--- src/rtl/fetch_stage.sv ---
// Instruction fetch stage for a single-issue pipeline with one branch delay slot.
// Issues one instruction-memory request at a time, buffers a single response
// while ID is stalled, and steers fetch_pc on redirects without ever dropping
// the delay-slot instruction.

module fetch_stage #(
  parameter logic [31:0] RESET_PC = 32'h0000_0000
) (
  input  logic        clk,
  input  logic        rst_n,
  input  logic        stall,
  input  logic        jump_branch,
  input  logic        jump_target,
  input  logic        jump_reg,
  input  logic [31:0] jr_pc,
  output logic        imem_req_valid,
  output logic [31:0] imem_req_addr,
  input  logic        imem_req_ready,
  input  logic        imem_resp_valid,
  input  logic [31:0] imem_resp_data,
  output logic [31:0] instr_id,
  output logic [31:0] pc_id,
  output logic        valid_id
);

  typedef enum logic {
    IDLE,
    WAIT
  } state_e;

  state_e      state_q;

  logic [31:0] fetch_pc_q, fetch_pc_d;
  logic [31:0] req_pc_q;

  logic        buf_valid_q, buf_valid_d;
  logic [31:0] buf_instr_q, buf_instr_d;
  logic [31:0] buf_pc_q, buf_pc_d;

  logic [31:0] instr_id_q, instr_id_d;
  logic [31:0] pc_id_q, pc_id_d;
  logic        valid_id_q, valid_id_d;

  logic        redirect_pending_q, redirect_pending_d;
  logic [31:0] redirect_pc_q, redirect_pc_d;

  logic        req_fire;
  logic        resp_take;
  logic        redirect;
  logic [31:0] pc_plus4;
  logic [31:0] branch_offset;
  logic [31:0] redirect_target;

  // The request is gated by rst_n so nothing is offered while reset is held,
  // yet the first request appears as soon as reset is released.
  assign imem_req_valid = rst_n & (state_q == IDLE) & ~buf_valid_q;
  assign imem_req_addr  = fetch_pc_q;
  assign req_fire       = imem_req_valid & imem_req_ready;

  // Responses only count while a request is outstanding; anything seen in
  // IDLE is a leftover from a request abandoned by reset.
  assign resp_take      = (state_q == WAIT) & imem_resp_valid;

  // A control transfer is acted on only when ID really holds it and moves on.
  assign redirect       = valid_id_q & ~stall & (jump_reg | jump_target | jump_branch);

  assign pc_plus4       = pc_id_q + 32'd4;
  assign branch_offset  = {{14{instr_id_q[15]}}, instr_id_q[15:0], 2'b00};

  assign instr_id       = instr_id_q;
  assign pc_id          = pc_id_q;
  assign valid_id       = valid_id_q;

  // Pick the redirect target: register jump beats absolute jump beats branch.
  always_comb begin
    redirect_target = pc_plus4 + branch_offset;
    if (jump_reg) begin
      redirect_target = jr_pc;
    end else if (jump_target) begin
      redirect_target = {pc_plus4[31:28], instr_id_q[25:0], 2'b00};
    end
  end

  // Next fetch address. The delay slot lives at pc_id+4, so a redirect must
  // wait until that address has been handed to memory before taking effect.
  always_comb begin
    fetch_pc_d         = fetch_pc_q;
    redirect_pending_d = redirect_pending_q;
    redirect_pc_d      = redirect_pc_q;
    if (redirect) begin
      if ((fetch_pc_q == pc_plus4) && !req_fire) begin
        redirect_pending_d = 1'b1;
        redirect_pc_d      = redirect_target;
      end else begin
        fetch_pc_d         = redirect_target;
        redirect_pending_d = 1'b0;
      end
    end else if (req_fire) begin
      if (redirect_pending_q) begin
        fetch_pc_d         = redirect_pc_q;
        redirect_pending_d = 1'b0;
      end else begin
        fetch_pc_d         = fetch_pc_q + 32'd4;
      end
    end
  end

  // ID register and one-entry buffer. The buffer is older than any arriving
  // response, so it always drains into ID first.
  always_comb begin
    instr_id_d  = instr_id_q;
    pc_id_d     = pc_id_q;
    valid_id_d  = valid_id_q;
    buf_valid_d = buf_valid_q;
    buf_instr_d = buf_instr_q;
    buf_pc_d    = buf_pc_q;
    if (!stall) begin
      if (buf_valid_q) begin
        instr_id_d  = buf_instr_q;
        pc_id_d     = buf_pc_q;
        valid_id_d  = 1'b1;
        buf_valid_d = 1'b0;
      end else if (resp_take) begin
        instr_id_d  = imem_resp_data;
        pc_id_d     = req_pc_q;
        valid_id_d  = 1'b1;
      end else begin
        instr_id_d  = 32'd0;
        valid_id_d  = 1'b0;
      end
    end
    if (resp_take && (stall || buf_valid_q)) begin
      buf_valid_d = 1'b1;
      buf_instr_d = imem_resp_data;
      buf_pc_d    = req_pc_q;
    end
  end

  // Request FSM: one outstanding fetch at a time, remembering its address.
  always_ff @(posedge clk or negedge rst_n) begin
    if (!rst_n) begin
      state_q  <= IDLE;
      req_pc_q <= 32'd0;
    end else begin
      case (state_q)
        IDLE: begin
          if (req_fire) begin
            state_q  <= WAIT;
            req_pc_q <= fetch_pc_q;
          end
        end
        WAIT: begin
          if (imem_resp_valid) begin
            state_q <= IDLE;
          end
        end
        default: state_q <= IDLE;
      endcase
    end
  end

  // Fetch address, redirect bookkeeping, buffer and ID register state.
  always_ff @(posedge clk or negedge rst_n) begin
    if (!rst_n) begin
      fetch_pc_q         <= RESET_PC;
      redirect_pending_q <= 1'b0;
      redirect_pc_q      <= 32'd0;
      buf_valid_q        <= 1'b0;
      buf_instr_q        <= 32'd0;
      buf_pc_q           <= 32'd0;
      instr_id_q         <= 32'd0;
      pc_id_q            <= 32'd0;
      valid_id_q         <= 1'b0;
    end else begin
      fetch_pc_q         <= fetch_pc_d;
      redirect_pending_q <= redirect_pending_d;
      redirect_pc_q      <= redirect_pc_d;
      buf_valid_q        <= buf_valid_d;
      buf_instr_q        <= buf_instr_d;
      buf_pc_q           <= buf_pc_d;
      instr_id_q         <= instr_id_d;
      pc_id_q            <= pc_id_d;
      valid_id_q         <= valid_id_d;
    end
  end

endmodule
--- config.mk ---
export PLATFORM = sky130hd
export DESIGN_NAME = fetch_stage
export DESIGN_NICKNAME = d
export VERILOG_FILES = /design/src/rtl/fetch_stage.sv
export SDC_FILE = /design/constraint.sdc
export NUM_CORES = 1
export LEC_CHECK = 0
export CAP_MARGIN = 20
export CELL_PAD_IN_SITES_DETAIL_PLACEMENT = 1
export CELL_PAD_IN_SITES_GLOBAL_PLACEMENT = 2
export CORE_ASPECT_RATIO = 0.75
export CORE_UTILIZATION = 35
export DETAILED_ROUTE_END_ITERATION = 10
export PLACE_DENSITY = 0.84
export SYNTH_ARGS = -nofsm -noshare
export SYNTH_HDL_FRONTEND = slang
export SYNTH_SLANG_ARGS = --single-unit
export TNS_END_PERCENT = 100
--- constraint.sdc ---
create_clock -name clk -period 6.1 [get_ports clk]
set_input_delay 0.61 -clock clk [delete_from_list [all_inputs] [get_ports clk]]
set_output_delay 0.61 -clock clk [all_outputs]
set_load 0.05 [all_outputs]
==> out/metrics.cfg, run 1 <==
[run_status]
status=complete, no violations

[power_and_ir_drop]
p_clk_share_pct=18.9
p_seq_share_pct=32.0
leakagePower_nw=7.25
peakVddDrop_mv=0.290
sw_frac_of_total_pct=47.1
power_frac_comb_pct=49.1
p_sw_mw=4.19
power.density_nw_per_um2=512
p_int_mw=4.70

[clocking]
cts_max_level=1
clock_sinks=228
cts_resized=0
cts_buffers=27
clk_pin_slew_ns=0.07
clk_path_buf_depth=3
cts_tree=done
insertion_delay_ns=0.58
cts-root-buf=clkbuf_16

[placement]
dpl.hpwl_mm=35.8
gp_congestion=0.908
dp_cells=2183
io_buffers=169

[timing]
period_minus_slack_ns=5.24
fin_tns_setup_ns=0
maxSlewHeadroom_pct=28.9
clock_skew_ns=0.0214
rsz0062_at_grt=false
tightest_slew_ns=1.06
fmax_ghz=0.191
fin_crit_sh_pct=85.9
setup_viol=0
maxSlewViolCount=0
hold_viol_final=0

[yosys]
yosysSeqAreaShare_pct=39.7
postSynthCellCount=1584
synthArstFlopShare_pct=100
ys_ff_latch=228
ys_warn_count=0
synth_ff_type=dfrtp_1
synth_area_um2=14400
synth_cell_types=81
synth_nets=1695
synth_enable_flop_cells=0
synth_area_per_cell_um2=9.07

[routing]
routed_via_density=5.60
drt_iter0_markers=750
via_count=12515
drcViolationCount=0
drt_first_pass_iters=8
avgRoutedWirePerCell_um=22.1
ant_nets=0
routed_wl_mm=49.4

[floorplan]
chipWidth_um=236
start_util_pct=36.0
fp-row-count=63
die_h_um=177
io_pins=170
die-area_um2=41900
core_um2=40000

[setup_path]
cp_max_fo=10
start_kind=register
criticalPathCategory=register to register
required_ns=6.57
crit_path_end_kind=register
r2r_start=pc_id[5]$_DFFE_PN0P_
rr_endpoint=imem_req_addr[26]$_DFFE_PN0P_
rrSetupSlack_ns=0.86
r2r_cells=16
cp.arrival_ns=5.71

[flow_run]
maxCapViolCount=0

[layout]
n_antenna_cell=0
layout_common_cells=nand2_1 (238), dfrtp_1 (226), clkdlybuf4s50_1 (166), nor2_1 (108), a21oi_1 (106)
fill_cells=4525
multi_input_area_um2=8070
drive_above_1_share_pct=11.8
final_common_cell=nand2_1
nets=1805
finalNonFillerCells=2233
areaGrowthSynthToFinish_pct=20.7
seqCellArea_um2=5710

[min_path]
min_to=instr_id[31]$_DFFE_PN0N_
hold_class=register to register
holdCritStartpoint=instr_id[31]$_DFFE_PN0N_
min_path_cells=2

[grt]
grt_first_pass_wirelength_mm=77.5
grt_max_degree=79
grt_usage_pct=23.7
grt_pass1_vias=12920
antenna_found_initial=0
grt_overflow=0

worst max-delay path, cell delays in order, from the launching register on:
cell and delay, ns:
dfrtp_1 0.47, and4_1 0.54, and3_1 0.47, nand3_1 0.20, xnor2_1 0.35, ha_1 0.36, and3_1 0.22, and3_1 0.19
a2111oi_0 0.51, buf_4 0.22, nor3_1 0.07, o211ai_1 0.19, a21oi_1 0.20, a21o_1 0.21, a2111oi_0 0.62, nand2_1 0.14
a22oi_1 0.17
layout make-up:
type,instances,area share [%]
clock buffer,33,4.31
multi-input combinational,1215,46.5
tap,520,3.75
sequential,228,32.9
inverter,27,0.584
clock inverter,15,0.916
timing repair buffer,195,11.0
power by group through the flow:
| stage | clock (mW) | sequential, mW | combinational (mW) |
|---|---|---|---|
| global placement | 0 | 2.82 | 4.27 |
| floorplan | 0 | 3.22 | 2.46 |
| finish | 1.68 | 2.84 | 4.36 |
| CTS | 1.72 | 2.84 | 4.37 |
| global route | 1.77 | 2.94 | 4.72 |
| detailed placement | 0 | 2.87 | 4.35 |
cells by family after synthesis:
family / share of synthesized area, %
AO/OA/AOI/OAI: 17.5
XOR/XNOR: 6.89
adder cells (fa/ha/maj): 3.45
buffers and inverters: 4.27
flip-flops: 39.7
multiplexers: 10.6
AND/OR/NAND/NOR: 17.6
routing by layer:
layer,vias up,part of all wire [%],track usage [%]
li1,5854,-,-
met1,6286,47,32.5
met2,297,45,38.3
met3,78,5.0,4.08
met4,0,2.9,6.92
met5,-,0,0
registers in the layout, summed over array words and instances (netlist names):
register / flops
buf_instr_q: 32
buf_pc_q: 32
buf_valid_q: 1
imem_req_addr: 32
instr_id: 32
pc_id: 32
redirect_pc_q: 32
redirect_pending_q: 1
req_pc_q: 32
state_q: 1
valid_id: 1
timing repair:
| item | CTS | global route |
|---|---|---|
| hold buffers | 1 | 0 |
| hold endpoints to repair | 39 | 0 |
| buffers inserted | 0 | 0 |
metrics by stage:
step	instance area, um2	worst slack, ns	hold slack (ns)	power [mW]	utilization [%]
floorplan	14400	1.47	0.314	5.68	-
global placement	16400	1.08	0.466	7.09	41.0
detailed placement	16400	0.948	0.479	7.22	41.0
CTS	17300	0.890	0.495	8.93	43.3
global route	17300	0.476	0.518	9.43	43.4
finish	17300	0.860	0.495	8.89	43.4
cells in the mapped netlist (14+ instances only):
master    count  area (um2)
a211oi_1     15         113
a21o_1       23         173
a21oi_1     106         531
a22oi_1      38         285
and3_1       15        93.8
clkbuf_1     86         323
dfrtp_1     228        5710
ha_1         38         475
inv_1        27         101
mux2_2       92        1040
mux2i_1      49         490
nand2_1     238         893
nand2b_1     14        87.6
nand3_1      43         215
nand4_1      19         119
nor2_1      110         413
nor3_1       23         115
o211ai_1     17         128
o21a_1       15         113
o21ai_0     101         505
xnor2_1      54         473
xor2_1       46         403
worst max-delay path by stage:
stage	start	to	slack, ns	cells after the start
finish	pc_id[5]$_DFFE_PN0P_	imem_req_addr[26]$_DFFE_PN0P_	0.86	16
detailed placement	pc_id[5]$_DFFE_PN0P_	imem_req_addr[26]$_DFFE_PN0P_	0.95	16
CTS	pc_id[5]$_DFFE_PN0P_	imem_req_addr[26]$_DFFE_PN0P_	0.89	16
global placement	pc_id[5]$_DFFE_PN0P_	imem_req_addr[26]$_DFFE_PN0P_	1.08	16
floorplan	pc_id[5]$_DFFE_PN0P_	redirect_pc_q[30]$_DFFE_PN0P_	1.47	17
global route	pc_id[5]$_DFFE_PN0P_	imem_req_addr[26]$_DFFE_PN0P_	0.48	16
No activity file was read; power rests on OpenSTA's default activity.
==> run 2: changes to the inputs <==
Settings changed: MAX_ROUTING_LAYER set to met4.
==> out/metrics.cfg, run 2 (synthesis results as in run 1) <==
[layout]
areaGrowthSynthToFinish_pct=20.6  ; was 20.7%
drive_above_1_share_pct=11.3  ; was 11.8%
final_common_cell=nand2_1  ; unchanged
nets=1806  ; was 1805
layout_common_cells=nand2_1 (238), dfrtp_1 (226), clkdlybuf4s50_1 (166), nor2_1 (108), a21oi_1 (106)  ; unchanged
fin_util_pct=43.4  ; about the same
final_cell_area_um2=17300  ; about the same
finalNonFillerCells=2233  ; unchanged
n_antenna_cell=0  ; unchanged

[setup_path]
crit_path_end_kind=register  ; unchanged
rrSetupSlack_ns=0.92  ; was 0.86 ns
cp_max_fo=10  ; unchanged
cp.arrival_ns=5.65  ; was 5.71 ns
r2r_start=pc_id[5]$_DFFE_PN0P_  ; unchanged
start_kind=register  ; unchanged
criticalPathCategory=register to register  ; unchanged
rr_endpoint=imem_req_addr[26]$_DFFE_PN0P_  ; unchanged
required_ns=6.57  ; about the same
r2r_cells=16  ; unchanged

[min_path]
hold_class=register to register  ; unchanged
min_to=instr_id[31]$_DFFE_PN0N_  ; unchanged
min_path_cells=2  ; unchanged
holdCritStartpoint=instr_id[31]$_DFFE_PN0N_  ; unchanged

[grt]
grt_first_pass_wirelength_mm=77.5  ; about the same
grt_overflow=0  ; unchanged
grt_pass1_vias=12825  ; was 12920
grt_max_degree=70  ; was 79
antenna_found_initial=0  ; unchanged
grt_usage_pct=24.6  ; was 23.7%

[floorplan]
die-area_um2=41900  ; unchanged
start_util_pct=36.0  ; unchanged
core_um2=40000  ; unchanged
fp-row-count=63  ; unchanged
chipWidth_um=236  ; unchanged
io_pins=170  ; unchanged
die_h_um=177  ; unchanged

[timing]
maxSlewViolCount=0  ; unchanged
clock_skew_ns=0.0153  ; was 0.0214 ns
period_minus_slack_ns=5.18  ; was 5.24 ns
holdWs_ns=0.492  ; was 0.495 ns
fin_crit_sh_pct=84.9  ; was 85.9%
fmax_ghz=0.193  ; was 0.191 GHz
fin_tns_setup_ns=0  ; unchanged
setup_ws_ns=0.918  ; was 0.860 ns
rsz0062_at_grt=false  ; unchanged
hold_viol_final=0  ; unchanged
tightest_slew_ns=1.09  ; was 1.06 ns
setup_viol=0  ; unchanged
maxSlewHeadroom_pct=27.5  ; was 28.9%

[routing]
drt_iter0_markers=944  ; was 750
routed_via_density=5.58  ; was 5.60
via_count=12452  ; was 12515
drcViolationCount=0  ; unchanged
drt_first_pass_iters=5  ; was 8
routed_wl_mm=49.5  ; was 49.4 mm
ant_nets=0  ; unchanged
avgRoutedWirePerCell_um=22.2  ; was 22.1 um

[clocking]
clock_sinks=228  ; unchanged
clk_pin_slew_ns=0.06  ; was 0.07 ns
cts-root-buf=clkbuf_16  ; unchanged
cts_max_level=1  ; unchanged
cts_resized=0  ; unchanged
clk_path_buf_depth=3  ; unchanged
insertion_delay_ns=0.56  ; was 0.58 ns
cts_tree=done  ; unchanged
cts_buffers=27  ; unchanged

[placement]
pre_cts_slack_ns=0.921  ; was 0.948 ns
gp_congestion=0.915  ; was 0.908
dp_cells=2185  ; was 2183
placement.cell_area_um2=16400  ; about the same
dpl.hpwl_mm=35.8  ; about the same
io_buffers=169  ; unchanged

[power_and_ir_drop]
p_total_mw=8.94  ; was 8.89 mW
peakVddDrop_mv=0.294  ; was 0.290 mV
leakagePower_nw=7.25  ; about the same
power.density_nw_per_um2=515  ; was 512 nW/um2

[run_status]
status=complete, no violations  ; unchanged

[flow_run]
maxCapViolCount=0  ; unchanged

-- run 2: cell types whose count changed in the layout (fill, tap and decap cells not counted) --
cell,before,now
clkbuf_1,1,9
clkinv_2,6,2
bufinv_16,2,5
clkbuf_8,5,2
clkinv_4,3,0
clkinvlp_4,3,0
buf_4,24,26
inv_6,0,2
buf_16,1,0
inv_16,1,0
-- run 2: worst max-delay path by stage --
stage | startpoint | to | slack, ns | depth (start not counted)
final | pc_id[5]$_DFFE_PN0P_ | imem_req_addr[26]$_DFFE_PN0P_ | 0.92 | 16
after global routing | pc_id[5]$_DFFE_PN0P_ | imem_req_addr[26]$_DFFE_PN0P_ | 0.47 | 16
after CTS | pc_id[5]$_DFFE_PN0P_ | imem_req_addr[26]$_DFFE_PN0P_ | 0.89 | 16
after detailed placement | pc_id[5]$_DFFE_PN0P_ | imem_req_addr[26]$_DFFE_PN0P_ | 0.92 | 16
after global placement | pc_id[5]$_DFFE_PN0P_ | imem_req_addr[26]$_DFFE_PN0P_ | 1.05 | 16
after floorplan | pc_id[5]$_DFFE_PN0P_ | redirect_pc_q[30]$_DFFE_PN0P_ | 1.47 | 17
-- run 2: timing repair --
action                    4_1_cts  5_1_grt
buffers inserted                0        0
hold endpoints to repair       50        0
hold buffers                    1        0
-- run 2: cell type report --
type / instances / area (um2)
fill: 4542 / 22600
clock buffer: 38 / 737
timing repair buffer: 196 / 1890
sequential: 228 / 5710
inverter: 27 / 101
multi-input combinational: 1215 / 8070
clock inverter: 9 / 178
tap: 520 / 651
-- run 2: critical path: stages (launching register included) --
cell,delay [ns]
dfrtp_1,0.47
and4_1,0.50
and3_1,0.47
nand3_1,0.21
xnor2_1,0.35
ha_1,0.38
and3_1,0.23
and3_1,0.20
a2111oi_0,0.46
buf_4,0.22
nor3_1,0.07
o211ai_1,0.22
a21oi_1,0.20
a21o_1,0.22
a2111oi_0,0.64
nand2_1,0.12
a22oi_1,0.15
-- run 2: per-layer routing --
layer | global-route usage [%] | up-vias | share of wire (%) | routed length, um
met4 | 4.41 | 0 | 1.7 | 835
met3 | 3.52 | 43 | 5.3 | 2620
met5 | - | - | 0 | 0
li1 | - | 5849 | - | -
met1 | 33.4 | 6237 | 47 | 23100
met2 | 39.3 | 323 | 46 | 23000
-- run 2: power breakdown --
part / total [mW] / internal [mW] / switching [mW]
sequential: 2.84 / 2.02 / 0.822
combinational: 4.36 / 1.72 / 2.65
clock: 1.73 / 1.05 / 0.681
total: 8.94 / 4.79 / 4.15
